**src/rtl/param_fifo.sv**
```systemverilog
// Synchronous FIFO with registered read data and fill-level status flags.
// Define FIFO_ERR_FLAGS_EN to build the sticky overflow/underflow flags; otherwise both are tied to 0.
module param_fifo #(
    parameter int BIT_DEPTH       = 8,
    parameter int FIFO_VOLUME     = 16,
    parameter int ALMOST_FULL_LVL = 12
) (
    input  logic                         clk,
    input  logic                         rst,
    input  logic                         enable_write,
    input  logic [BIT_DEPTH-1:0]         value_to_write,
    input  logic                         enable_read,
    output logic [BIT_DEPTH-1:0]         value_to_read,
    output logic                         full,
    output logic                         empty,
    output logic                         almost_full,
    output logic [$clog2(FIFO_VOLUME):0] fill_count,
    output logic                         overflow,
    output logic                         underflow
);

    localparam int AW = $clog2(FIFO_VOLUME);
    localparam int CW = AW + 1;
    localparam logic [CW-1:0] FULL_LVL = CW'(FIFO_VOLUME);
    localparam logic [CW-1:0] AF_LVL   = CW'(ALMOST_FULL_LVL);

    logic [BIT_DEPTH-1:0] mem_q [FIFO_VOLUME];
    logic [AW-1:0]        head_q, head_d;
    logic [AW-1:0]        tail_q, tail_d;
    logic [CW-1:0]        count_q, count_d;
    logic [BIT_DEPTH-1:0] rd_data_q, rd_data_d;
    logic                 rd_accept, wr_accept;

    assign full        = (count_q == FULL_LVL);
    assign empty       = (count_q == '0);
    assign almost_full = (count_q >= AF_LVL);
    assign fill_count  = count_q;
    assign value_to_read = rd_data_q;

    // A full FIFO still takes a write when a read frees the head slot on the same edge.
    assign rd_accept = enable_read && !empty;
    assign wr_accept = enable_write && (!full || enable_read);

    always_comb begin
        head_d    = head_q;
        tail_d    = tail_q;
        count_d   = count_q;
        rd_data_d = rd_data_q;
        if (rd_accept) begin
            head_d    = head_q + AW'(1);
            rd_data_d = mem_q[head_q];
        end
        if (wr_accept) begin
            tail_d = tail_q + AW'(1);
        end
        case ({wr_accept, rd_accept})
            2'b10:   count_d = count_q + CW'(1);
            2'b01:   count_d = count_q - CW'(1);
            default: count_d = count_q;
        endcase
    end

    always_ff @(posedge clk) begin
        if (rst) begin
            head_q    <= '0;
            tail_q    <= '0;
            count_q   <= '0;
            rd_data_q <= '0;
        end else begin
            head_q    <= head_d;
            tail_q    <= tail_d;
            count_q   <= count_d;
            rd_data_q <= rd_data_d;
        end
    end

    // Storage is not reset; pointers and count define which entries are valid.
    always_ff @(posedge clk) begin
        if (!rst && wr_accept) begin
            mem_q[tail_q] <= value_to_write;
        end
    end

`ifdef FIFO_ERR_FLAGS_EN
    logic overflow_q, overflow_d;
    logic underflow_q, underflow_d;

    always_comb begin
        overflow_d  = overflow_q  | (enable_write && full && !enable_read);
        underflow_d = underflow_q | (enable_read && empty);
    end

    always_ff @(posedge clk) begin
        if (rst) begin
            overflow_q  <= 1'b0;
            underflow_q <= 1'b0;
        end else begin
            overflow_q  <= overflow_d;
            underflow_q <= underflow_d;
        end
    end

    assign overflow  = overflow_q;
    assign underflow = underflow_q;
`else
    assign overflow  = 1'b0;
    assign underflow = 1'b0;
`endif

endmodule

```
**config.mk**
```make
export PLATFORM = sky130hd
export DESIGN_NAME = param_fifo
export DESIGN_NICKNAME = d
export VERILOG_FILES = /design/src/rtl/param_fifo.sv
export SDC_FILE = /design/constraint.sdc
export NUM_CORES = 1
export LEC_CHECK = 0
export CAP_MARGIN = 10
export CELL_PAD_IN_SITES_DETAIL_PLACEMENT = 1
export CELL_PAD_IN_SITES_GLOBAL_PLACEMENT = 2
export CORE_UTILIZATION = 35
export CTS_BUF_LIST = sky130_fd_sc_hd__clkbuf_8 sky130_fd_sc_hd__clkbuf_16
export CTS_CLUSTER_SIZE = 20
export DETAILED_ROUTE_END_ITERATION = 7
export PLACE_DENSITY_LB_ADDON = 0.12
export SETUP_SLACK_MARGIN = 0.15
export SYNTH_ARGS = -nofsm -noshare
export SYNTH_HDL_FRONTEND = slang
export SYNTH_SLANG_ARGS = --single-unit
export TNS_END_PERCENT = 5
```
**constraint.sdc**
```tcl
create_clock -name clk -period 7.5 [get_ports clk]
set_clock_uncertainty 0.1 [all_clocks]
set_input_delay 2.25 -clock clk [delete_from_list [all_inputs] [get_ports clk]]
set_output_delay 2.25 -clock clk [all_outputs]
set_load 0.02 [all_outputs]
```
==> results.txt, run 1 <==
- Count of buffers inserted at the top-level ports: 27
* Mean Syn Cell Area: 16.7 um^2
* Largest net degree at the start of global routing: 51
- Total length of routed wires: approximately 13000 um
- Worst Setup End Kind: register
- Setup repair after global routing missed its margin: no
- For the pin with the worst max-slew slack, the measured transition is 0.992 ns.
* Final Net Count: 411
- In the final routed layout, each cell accounts on average for 21.5 um.
- Dividing the final minimum period by the clock period gives 67.7%.
* Standard cell core area: 0.0167 mm^2
- In this design, the stage delay of the slowest critical-path cell is 0.77 ns.
- Across the run, the number of max-cap violations was 0.
* Iteration count of the initial detailed-routing pass: 4
- Power per cell area: between 300 and 400 mW/mm^2
- Share of the synthesized area in the top cell type: between 60% and 70%
* Type of the most critical hold path: register to register
- In this run, distinct cell masters in the synthesized netlist total 41.
- The number of pins exceeding their max-slew limit in the final report came to 0.
* Global-route wire length before repair: around 20000 um
* VDD IR max: between 0.15 and 0.2 mV
* Leakage power summed over all cells: between 2 and 2.5 nW
- Final hold viol count: 0
* Critical path, cell by cell: clkdlybuf4s50_1, o21a_1, ha_1, ha_1, a21o_1, a21oi_1, mux2i_1, mux2_2
- Global-route usage over all layers: 16.5%
* Most frequent cell on the critical path: sky130_fd_sc_hd__ha_1
* Startpoint of the worst setup timing path: enable_read
- At the worst endpoint, the required time is about 7.7 ns.
- CTS built an H-tree with a depth of 4.
- Hold Worst Slack: 0.434 ns
- Overall die area: about 0.018 mm^2
- The mapped netlist covers 0.00602 mm^2.
- Overall die width: about 130 um
- I/O pins: 30
* CP max stage cell: sky130_fd_sc_hd__o21a_1
- Derived from the worst setup path, the maximum achievable clock frequency is 197 MHz.
- Summed over all nets, the half-perimeter wirelength after detailed placement is just under 9000 um.
- Grouping stages by cell kind, the critical path spends the most delay in compound AO/OA/AOI/OAI gates.
- Final weighted congestion in routability-driven placement: 0.695
- The run finished with clean final reports.
* Clock Sink Count: approximately 150
* Relative slew margins: 33.6%
- Number of standard cells after synthesis: between 300 and 400
- Number of buffers inserted during clock tree synthesis: 17
- Antenna violations before repair: 0
- Library cell occupying the most area in the post-synthesis netlist: sky130_fd_sc_hd__edfxtp_1
- CTS Root Buffer Type: sky130_fd_sc_hd__clkbuf_16
- Sequential cells were found to cover 70.8% of the synthesized design area.
- The detailed router finished its first iteration with 166 violations.
- Clock network latency to the later pin of the worst-skew pair: 0.43 ns
- Flop and latch count out of synthesis: 149
- Cells resized by post-CTS repair: 0
- Counting both buffers and inverters, the worst setup path holds a total of 1.
- Filler cell count: 1672
- Setup violations remaining at the end of the flow were counted as 0.
- Class of the most critical setup path: input port to register
* Data arrival time of the critical path: 5.29 ns
- The sequential cells in the finished layout cover a total of 0.00427 mm^2.
* Starting utilization of the core area: between 30% and 40%
* Setup TNS: 0 ns
- The worst register-to-register path begins at fill_count[0].
- Row generation in the floorplan step produced 47 rows.
* Launch point of the worst hold path: tail_q[1]
* Number of antenna-violating nets in the routed design: 0
- Post-CTS setup buffer count: 0
- Dividing the detail-routed via count by the number of cells gives 5.01.
- Critical Path Start Type: input port
- Post-CTS clock slew at the launch and capture registers of the worst setup and hold paths: 0.06 ns
- CTS tree: built
- The number of global-route vias before repair was 3302.
- Top area cells in the synthesized netlist: sky130_fd_sc_hd__edfxtp_1, sky130_fd_sc_hd__dfxtp_1, sky130_fd_sc_hd__mux4_2, sky130_fd_sc_hd__mux2i_1, sky130_fd_sc_hd__nor2_1
* Vert. Die Dim: 133 um
* Proportion of layout cells with a drive suffix above 1: 15.4%
* Routed vias: 3116
- Max FO, Critical Path: 19
- Global-route congestion overflow total: 0
* Area occupied by multi-input gates: 0.00163 mm^2
- For the finished layout, the period the worst path requires is a little over 5 ns.
- P&R area growth vs syn: 17.6%
- Hold repair after CTS inserted 0 buffers.
- Diode insertion count for antenna repair: 0
- Total Power Consumption: around 2.3 mW
- Number of warnings printed during yosys synthesis: 0
- In the routed design, unresolved DRC markers number 0.
- The longest clock path from root to sink contains 2 buffers.
* Utilization of the core after routing: 42.4%
==> report_power, final <==
| part | switching [mW] | leakage, nW | internal, mW |
|---|---|---|---|
| logic | 0.242 | 0.594 | 0.198 |
| registers | 0.0589 | 1.33 | 0.944 |
| clock network | 0.333 | 0.290 | 0.552 |
==> state kept, by name (all words and copies together), names as in the netlist <==
name and count:
fill_count 5, head_q 4, mem_q 128, tail_q 4
value_to_read 8
==> metal layers <==
metal / track usage, % / wire length, um
met5: 0 / 0
met4: 6.82 / 211
met3: 3.65 / 319
met2: 26.7 / 6560
met1: 21.6 / 6270
==> cells by family after synthesis <==
kind of cell / after synthesis / synth area share [%]
flip-flops: 149 / 70.8
AND/OR/NAND/NOR: 71 / 5.15
multiplexers: 53 / 12.2
AO/OA/AOI/OAI: 44 / 6.17
buffers and inverters: 25 / 2.22
adder cells (fa/ha/maj): 10 / 2.20
XOR/XNOR: 8 / 1.16
other: 1 / 0.0623
==> area by class of cell <==
cell class / count / area share (%)
clock buffer: 17 / 6.01
clock inverter: 15 / 2.67
inverter: 4 / 0.212
multi-input combinational: 188 / 23.0
sequential: 149 / 60.2
tap: 220 / 3.89
timing repair buffer: 29 / 4.03
==> worst reg2reg max path, delay by kind of cell (launching register included) <==
kind	cells	cell delay (ns)
muxes	2	0.55
and+or+nand+nor	1	0.61
AOI/OAI and AO/OA	3	0.89
DFF	1	0.37
adders and majority gates	2	0.91
==> metrics by stage <==
stage | instances | area (um^2) | worst slack (ns)
5_1_grt | 622 | 7080 | 2.19
3_5_place_dp | 590 | 6470 | 1.97
4_1_cts | 622 | 7080 | 2.41
6_report | 622 | 7080 | 2.42
3_3_place_gp | 590 | 6470 | 2.07
2_1_floorplan | 362 | 6020 | 3.15
==> final timing paths <==
| kind | to | slack (ns) | cells after the start |
|---|---|---|---|
| max | fill_count[4] | 2.42 | 8 |
| max reg2reg | fill_count[4] | 3.95 | 8 |
| min | tail_q[1] | 0.43 | 2 |
| min reg2reg | tail_q[1] | 0.43 | 2 |
==> synthesized netlist by cell type, drive strengths merged <==
cell type and count:
a22oi 8, a21oi 4, or3b 1, o311ai 1, nor2b 4, xor2 5, o21a 1, mux2 2
or3 2, a21o 2, clkinv 1, inv 3, and3 1, xnor2 3, buf 13, o31ai 1
mux2i 35, dfxtp 21, ha 9, clkbuf 8, fa 1, nor2 48, nand2 9, or4 1
nand3b 2, edfxtp 128, nand4 1, a311oi 8, o31a 1, o22ai 16, nand2b 1, nand3 1
conb 1, mux4 16, o211ai 2
==> cell usage in the layout (no fill, tap or decap), types with 3 or more instances in the layout <==
cell type / instances
sky130_fd_sc_hd__mux4_2: 16
sky130_fd_sc_hd__ha_1: 9
sky130_fd_sc_hd__inv_1: 4
sky130_fd_sc_hd__nor2b_1: 4
sky130_fd_sc_hd__xor2_1: 5
sky130_fd_sc_hd__o22ai_1: 16
sky130_fd_sc_hd__clkinvlp_4: 5
sky130_fd_sc_hd__clkinv_2: 3
sky130_fd_sc_hd__dfxtp_1: 19
sky130_fd_sc_hd__bufinv_16: 4
sky130_fd_sc_hd__a22oi_1: 8
sky130_fd_sc_hd__mux2i_1: 35
sky130_fd_sc_hd__edfxtp_1: 128
sky130_fd_sc_hd__xnor2_1: 3
sky130_fd_sc_hd__a21oi_1: 4
sky130_fd_sc_hd__nand2_1: 9
sky130_fd_sc_hd__clkdlybuf4s50_1: 27
sky130_fd_sc_hd__a311oi_2: 8
sky130_fd_sc_hd__clkbuf_16: 17
sky130_fd_sc_hd__nor2_1: 48
Note: power is estimated with default switching activity, not from simulation.
==> run 2: changes to the inputs <==
- clock period: 7.5 -> 4.17 ns (I/O delays scaled with it)
==> results.txt, run 2 (synthesized netlist as in run 1, its figures left out) <==
- Result of the run: finished clean
- Number of hold buffers added after CTS: 0
* Post-route cell area: 0.00719 mm^2
- Clock network latency to the later pin of the worst-skew pair: 0.42 ns
* Global-route usage over all layers: 16.6%
* Global-route wire length before repair: ~21000 um
* Final weighted congestion in routability-driven placement: 0.720
- Number of rows in the core area: 47
- The startpoint identified for the worst register-to-register timing path is fill_count[0].
- The number of setup buffers added after CTS is 0.
- Worst Setup End Kind: register
- For this design the static power due to leakage is 2.32 nW.
- Cells fill roughly 43% of the core in the end.
- In this run the worst path has a maximum fanout of 6.
- Iteration-0 DRC count of the detailed router: 163
* Max Clock Freq: approximately 280 MHz
- CTS tree: built
- The number of pins exceeding their max-slew limit in the final report is 0.
- CTS Root Buffer Type: sky130_fd_sc_hd__clkbuf_16
- Worst endpoint required time: roughly 4.4 ns
- Data arrival time of the critical path: 3.75 ns
* Slew at the pin with the worst max-slew slack: approximately 0.93 ns
- Number of violations of the max-capacitance limit: 0
- PnR worst setup slack: approximately 0.62 ns
* Clock Sink Count: 149
- Routed vias: 3225
- The worst hold path belongs to the class register to register.
* Number of buffers inserted during clock tree synthesis: 17
- The library cell used most frequently in the layout, excluding fill and tap cells, is sky130_fd_sc_hd__edfxtp_1.
- Overall die area: around 0.018 mm^2
* Post-CTS clock slew at the launch and capture registers of the worst setup and hold paths: 0.06 ns
* Count of final setup violators: 0
* Final cycle utilization of the critical path: about 85%
- The number of global-route vias before repair came to 3388.
* Number of H-tree branching levels: 4
- On the critical path, the stage with the largest delay is an instance of sky130_fd_sc_hd__clkdlybuf4s50_1.
- Area post-placement: 0.00661 mm^2
- Wires add up to 13600 um.
* Proportion of layout cells with a drive suffix above 1: 18.5%
* Number of standard cells in the final layout excluding fillers: 641
- The die is 133 um wide.
- After clock tree synthesis, the repair step resized 0 gates.
- Final worst path period need: 3.55 ns
- The most critical setup path has its endpoint at fill_count[4].
- 30 I/O pins were placed.
- The register with the most flip-flops in the layout has approximately 130 of them.
- Critical Path Start Type: input port
- Largest register by flop count: mem_q
* Starting utilization of the core area: 36.0%
- Critical path, cell by cell: clkdlybuf4s50_1, o31a_1, clkinv_1, ha_1, fa_1, a21o_1, a21oi_1, mux2i_1, mux2_2
- HPWL after detailed placement: 8870 um
- In this run the remaining antenna-violating nets after routing total 0.
- Diode insertion count for antenna repair: 0
- The number of antenna violations at the first check in global routing was 0.
* P&R area growth vs syn: 19.5%
- Endpoint of the most critical register-to-register path: fill_count[4]
- The final layout contains 430 nets.
- The number of cells on the worst reg-to-reg path is 9.
* VDD IR max: 0.286 mV
- In the layout the commonest cells are sky130_fd_sc_hd__edfxtp_1, sky130_fd_sc_hd__nor2_1, sky130_fd_sc_hd__mux2i_1.
- Vert. Die Dim: about 130 um
* DRC violation count after routing: 0
- The total area inside the core boundary comes to 0.0167 mm^2.
* Relative slew margins: approximately two fifths
- Setup repair after global routing left no endpoint under its margin.
- Total Power Consumption: 4.09 mW
- The final number of hold-violating endpoints came to 0.
- Power per cell area: approximately 570 mW/mm^2
* Startpoint of the worst setup timing path: enable_read
- Setup WS pre-CTS: 0.200 ns
- Placed instance count: 609
- The first detailed-routing pass took 4 iterations.
- Setup slack on the worst reg-to-reg path comes out at 1.08 ns.
- On the worst path, the slowest cell contributes a delay of 0.56 ns.
* Hold Worst Slack: 0.431 ns
- In this run the deepest clock path goes through 2 buffers.
- The count of buffers added on input and output ports is 27.
- Setup TNS: 0 ns
* Average detailed-routed wire length per instance: 21.2 um
* Class of the most critical setup path: input port to register
- Dividing the detail-routed via count by the number of cells gives just over 5.
- Entering global routing, the biggest net connects 32 pins.
- Summed over all layers, the global routing overflow is 0.
run 2: changes by cell type in the layout (fill, tap and decap cells not counted), sizes merged:
cell / previous run / this run
buf: 2 / 21
inv: 4 / 9
clkbuf: 17 / 20
clkinv: 6 / 3
clkinvlp: 5 / 2
bufinv: 4 / 2
run 2: routing by layer:
metal  vias up  share of wire [%]  track usage (%)
li1       1493                  -                -
met1      1669                 46             22.1
met2        50                 49             27.0
met3        13                3.3             3.84
met4         0                1.3             5.43
met5         -                  0                0
run 2: worst min path at each step:
stage / startpoint / end / slack, ns / cells past startpoint
after floorplan: tail_q[1] / tail_q[1] / 0.38 / 2
after global placement: value_to_read[3] / value_to_read[3] / 0.43 / 2
after detailed placement: tail_q[1] / tail_q[1] / 0.43 / 2
after global routing: value_to_read[3] / value_to_read[3] / 0.46 / 2
final: tail_q[1] / tail_q[1] / 0.43 / 2
after CTS: tail_q[1] / tail_q[1] / 0.44 / 2
run 2: critical path, delay by kind of cell:
kind / cells / cell delay [ns]
adders and majority gates: 2 / 0.72
buffers and inverters: 2 / 0.65
AOI/OAI and AO/OA: 3 / 0.55
muxes: 2 / 0.59
run 2: cell type report:
class,count,area [um^2]
Multi-Input combinational cell,188,1630
Tap cell,220,275
Clock buffer,20,467
Inverter,4,15.0
Clock inverter,12,116
Sequential cell,149,4270
Fill cell,1663,9510
Timing Repair Buffer,48,428
run 2: report_power, final:
part,internal [mW],switching [mW]
logic,0.366,0.438
clock network,0.918,0.567
registers,1.70,0.104
